### config.mk
export PLATFORM = sky130hd
export DESIGN_NAME = timer_ctrl
export DESIGN_NICKNAME = d
export VERILOG_FILES = /design/src/rtl/timer_ctrl.sv
export SDC_FILE = /design/constraint.sdc
export NUM_CORES = 1
export LEC_CHECK = 0
export CAP_MARGIN = 40
export CORE_ASPECT_RATIO = 0.6
export CORE_MARGIN = 2
export CORE_UTILIZATION = 25
export DETAILED_ROUTE_END_ITERATION = 16
export GPL_TIMING_DRIVEN = 0
export PLACE_DENSITY = 0.49
export SLEW_MARGIN = 20
export SYNTH_ARGS = -nofsm -noshare
export SYNTH_HDL_FRONTEND = slang
export SYNTH_SLANG_ARGS = --single-unit
### constraint.sdc
create_clock -name clk -period 2.4 [get_ports clk]
set_clock_uncertainty 0.05 [all_clocks]
set_input_delay 0.24 -clock clk [delete_from_list [all_inputs] [get_ports clk]]
set_output_delay 0.24 -clock clk [all_outputs]
set_load 0.02 [all_outputs]
### src/rtl/timer_ctrl.sv
// Stable-timer controller for the LoongArch32 CSR file.
// Owns TCFG, runs the TVAL down-counter and raises/clears the TI pending bit.
module timer_ctrl #(
    parameter logic [13:0] ADDR_TCFG  = 14'h041,
    parameter logic [13:0] ADDR_TVAL  = 14'h042,
    parameter logic [13:0] ADDR_TICLR = 14'h044
) (
    input  logic        clk,
    input  logic        rst,
    input  logic        csr_we,
    input  logic [13:0] csr_waddr,
    input  logic [31:0] csr_wdata,
    input  logic [13:0] csr_raddr,
    output logic [31:0] csr_rdata,
    output logic [31:0] tcfg,
    output logic [31:0] tval,
    output logic        ti,
    output logic [1:0]  timer_state
);

    typedef enum logic [1:0] {
        IDLE = 2'd0,
        RUN  = 2'd1,
        DONE = 2'd2
    } state_t;

    state_t      state, state_nx;
    logic [31:0] tval_nx;
    logic        ti_nx;
    logic        tcfg_wr;
    logic        ticlr_wr;
    logic        expire;
    logic [31:0] load_val;

    assign tcfg_wr  = csr_we && (csr_waddr == ADDR_TCFG);
    assign ticlr_wr = csr_we && (csr_waddr == ADDR_TICLR) && csr_wdata[0];
    assign load_val = {tcfg[31:2], 2'b00};
    // A TCFG write in the same cycle swallows that cycle's expiry.
    assign expire   = (state == RUN) && (tval == 32'd0) && !tcfg_wr;

    // State, counter, TCFG and TI registers; reset aborts any count in flight.
    always_ff @(posedge clk or posedge rst) begin
        if (rst) begin
            state <= IDLE;
            tcfg  <= 32'd0;
            tval  <= 32'd0;
            ti    <= 1'b0;
        end else begin
            state <= state_nx;
            tval  <= tval_nx;
            ti    <= ti_nx;
            if (tcfg_wr)
                tcfg <= csr_wdata;
        end
    end

    // Next state and next counter value; TCFG writes override counting.
    always_comb begin
        state_nx = state;
        tval_nx  = tval;
        if (tcfg_wr) begin
            state_nx = csr_wdata[0] ? RUN : IDLE;
            tval_nx  = {csr_wdata[31:2], 2'b00};
        end else begin
            case (state)
                RUN: begin
                    if (tval != 32'd0) begin
                        tval_nx = tval - 32'd1;
                    end else if (tcfg[1]) begin
                        tval_nx = load_val;
                    end else begin
                        state_nx = DONE;
                    end
                end
                default: ;
            endcase
        end
    end

    // TI: expiry sets and wins over a coincident clear.
    always_comb begin
        ti_nx = ti;
        if (expire)
            ti_nx = 1'b1;
        else if (ticlr_wr)
            ti_nx = 1'b0;
    end

    // Combinational CSR read mux; unowned addresses read as zero.
    always_comb begin
        csr_rdata = 32'd0;
        if (csr_raddr == ADDR_TCFG)
            csr_rdata = tcfg;
        else if (csr_raddr == ADDR_TVAL)
            csr_rdata = tval;
    end

    assign timer_state = state;

endmodule

==> qor.yml <==
finish:
  instances_no_fill: 969
  seqCellArea_um2: 1690
  drive_gt1_share_pct: 29.6
  fin_util_pct: 45.6
  antenna_cells: 0
  layout.nets: 801
  area_growth_pct: 77.3
  multiInputGateArea_um2: 2710
  fillCellCount: 1607
routing:
  via_per_inst: 5.35
  drt_wl_total_mm: 21.5
  ant_nets: 0
  vias: 5185
  wire_per_inst_um: 22.1
  drc: 0
  first_iter_violations: 367
  first_pass_iters: 5
logic_synthesis:
  ys_types: 65
  synth_area_leader_cell: "dfrtp_1"
  ys_ff_latch: 67
  synth.area.top_cells: "dfrtp_1 (40%), nand2_1 (11%), a22o_1 (6.7%)"
  yosysMostFrequentCell: "nand2_1"
  synth_top_area_share_pct: 39.8
  synth_xor_xnor_area_share_pct: 2.29
  synth_ff_type: "dfrtp_1"
  synthAdderAreaFrac_pct: 0.595
  synth-simple-area-share_pct: 28.8
  synthesis.area_um2: 4210
  synthArstFlopShare_pct: 100
  ys_seq_area_share_pct: 39.8
  synthMuxAreaShare_pct: 1.22
  yosysWarnings: 0
  yosys-top-cells-count: "nand2_1 (123), dfrtp_1 (67), a22o_1 (32)"
  synthCells: 503
  synth_enable_flop_cells: 0
  synth_compound_area_share_pct: 22.5
  avgSynthCellArea_um2: 8.37
  synth_top_family_by_area: "simple AND/OR/NAND/NOR gates"
  syn_nets: 568
floorplanning:
  io_pins: 162
  initial_utilization_pct: 25.7
  die_y_um: 105
  die_x_um: 172
  num_rows: 36
  die_area_um2: 17900
  fp.coreArea_um2: 16400
timing:
  slew_viol_final: 0
  fmax_mhz: 405
  fin_crit_sh_pct: 103
  rsz0062_at_grt: "true"
  finalHoldViolations: 0
  fin_hold_ws_ps: 174
  finalSetupViolations: 22
  tightestPinTransition_ps: 881
  slew_headroom_pct: 41.1
  fin_ws_ps: -71.7
  fin_crit_ps: 2470
setup_path:
  path_class: "reg -> reg"
  path_buf_inv: 2
  startpoint_type: "register"
  cp.required_ps: 2560
  rr_endpoint: "tval[13]"
  critPathMaxStageDelay_ps: 600
  worstRegToRegCells: 8
  rrSetupSlack_ps: -70
  critical-path-top-delay-family: "simple AND/OR/NAND/NOR gates"
  cp-end-kind: "register"
  cp_slowest_cell: "or4_4"
  worstPathArrival_ps: 2630
  path_cells: "or4_4 > nor4b_4 > nand3_2 > buf_6 > buf_12 > mux2i_1 > o211ai_1 > nand4_1"
  path_max_fanout: 8
  reg2reg_from: "tval[12]"
global_route:
  overflow: 0
  grt_pass1_wl_mm: 30.9
  grt_max_degree: 45
  gr-usage-met1_pct: 36.8
  use_met2_pct: 30.2
  track_usage_pct: 23.0
  use_met3_pct: 5.86
  grt_pass1_vias: 4942
  antenna_found_initial: 0
  grt.busiest_layer: "met1"
cts:
  cts-root-buf: "clkbuf_16"
  numClockSinks: 67
  cts-buffers-inserted: 9
  clkSlewWorstSetupHoldPaths_ps: 60
  clock_path_buffers: 2
  ctsHoldBuffers: 0
  clkLatencyLatePin_ps: 340
  h-tree-depth: 3
  cts_tree: "built"
power_and_ir_drop:
  sw_frac_of_total_pct: 23.8
  power_density_nw_per_um2: 345
  seqPwrFrac_pct: 44.0
  p_int_mw: 1.96
  p_sw_uw: 612
  combPwrFrac_pct: 6.5
  clockPowerShare_pct: 49.5
  ir_drop_v: 0.000283
  power.total_mw: 2.57
  leakagePower_nw: 3.33
run_status:
  violations: "setup timing"
  status: "finished with violations"
run:
  maxCapViolCount: 0
place:
  place_inst: 898
  io_buffers: 161
  pre_cts_ws_ps: -1120
  place_hpwl_mm: 15.1
  gp_congestion: 0.884
hold_path:
  hp-class: "in -> async"
## routing by layer
metal  up-vias  wire [um]
li1       2315          -
met1      2566      10800
met2       275       8350
met3        29       1970
met4         0        323
met5         -          0
## worst max-delay path by stage
stage	from	end	slack (ps)	cells after the start
6_report	tval[12]	tval[13]	-70	8
2_1_floorplan	tval[6]	tval[15]	-40	8
5_1_grt	tval[12]	tval[13]	-150	8
3_5_place_dp	csr_waddr[10]	timer_state[0]	-1120	7
4_1_cts	tval[12]	tval[19]	-100	7
3_3_place_gp	csr_raddr[4]	csr_rdata[9]	-1240	7
## sequential cells by signal, indices dropped and copies added, names as in the netlist
register     flops
timer_state      2
tcfg            32
ti               1
tval            32
## placed cells by master, fill, tap and decap left out, types with 6 or more instances in the layout
cell               n
a21oi_1           23
xnor2_1            9
o21ai_2           10
buf_2             18
nand4_1           14
nor3_1            10
o211ai_1          13
nor2_1            29
a31oi_1            8
o21ai_0            8
buf_4             60
buf_6             19
clkdlybuf4s50_1  122
nand2_1          120
nor4_4             6
dfrtp_2           12
dlymetal6s2s_1     7
clkbuf_16         13
dfrtp_1           55
nand3_1           10
a22o_1            32
## cells by family (layout without fill, tap and decap cells)
family,count (synthesis),count (layout)
AO/OA/AOI/OAI,132,132
XOR/XNOR,11,11
adder cells (fa/ha/maj),2,2
multiplexers,5,5
AND/OR/NAND/NOR,245,245
buffers and inverters,41,279
flip-flops,67,67
## layout make-up
cell class | instances | area share [%]
tap | 228 | 3.82
clock buffer | 10 | 3.20
multi-input combinational | 395 | 36.3
clock inverter | 6 | 0.553
sequential | 67 | 22.7
inverter | 5 | 0.285
timing repair buffer | 227 | 29.1
buffer | 31 | 4.11
## stage by stage
stage / setup TNS (ps) / area [um^2]
2_1_floorplan: -236 / 4260
3_5_place_dp: -75530 / 6210
6_report: -741 / 7460
5_1_grt: -2820 / 7460
3_3_place_gp: -145870 / 6150
4_1_cts: -104 / 7030
## power groups by stage
| stage | logic [mW] | clock network (mW) | registers, mW |
|---|---|---|---|
| 2_1_floorplan | 0.0277 | 0 | 1.15 |
| 6_report | 0.167 | 1.27 | 1.13 |
| 3_5_place_dp | 0.159 | 0 | 1.15 |
| 3_3_place_gp | 0.151 | 0 | 1.15 |
| 5_1_grt | 0.178 | 1.33 | 1.13 |
| 4_1_cts | 0.165 | 1.29 | 1.13 |
## repair_timing
action	in CTS	in global routing
buffers inserted	35	20
gates cloned	1	4
pin swaps	21	37
endpoints found under the setup margin	98	65
resized for setup	178	124
No activity file was read; power rests on OpenSTA's default activity.
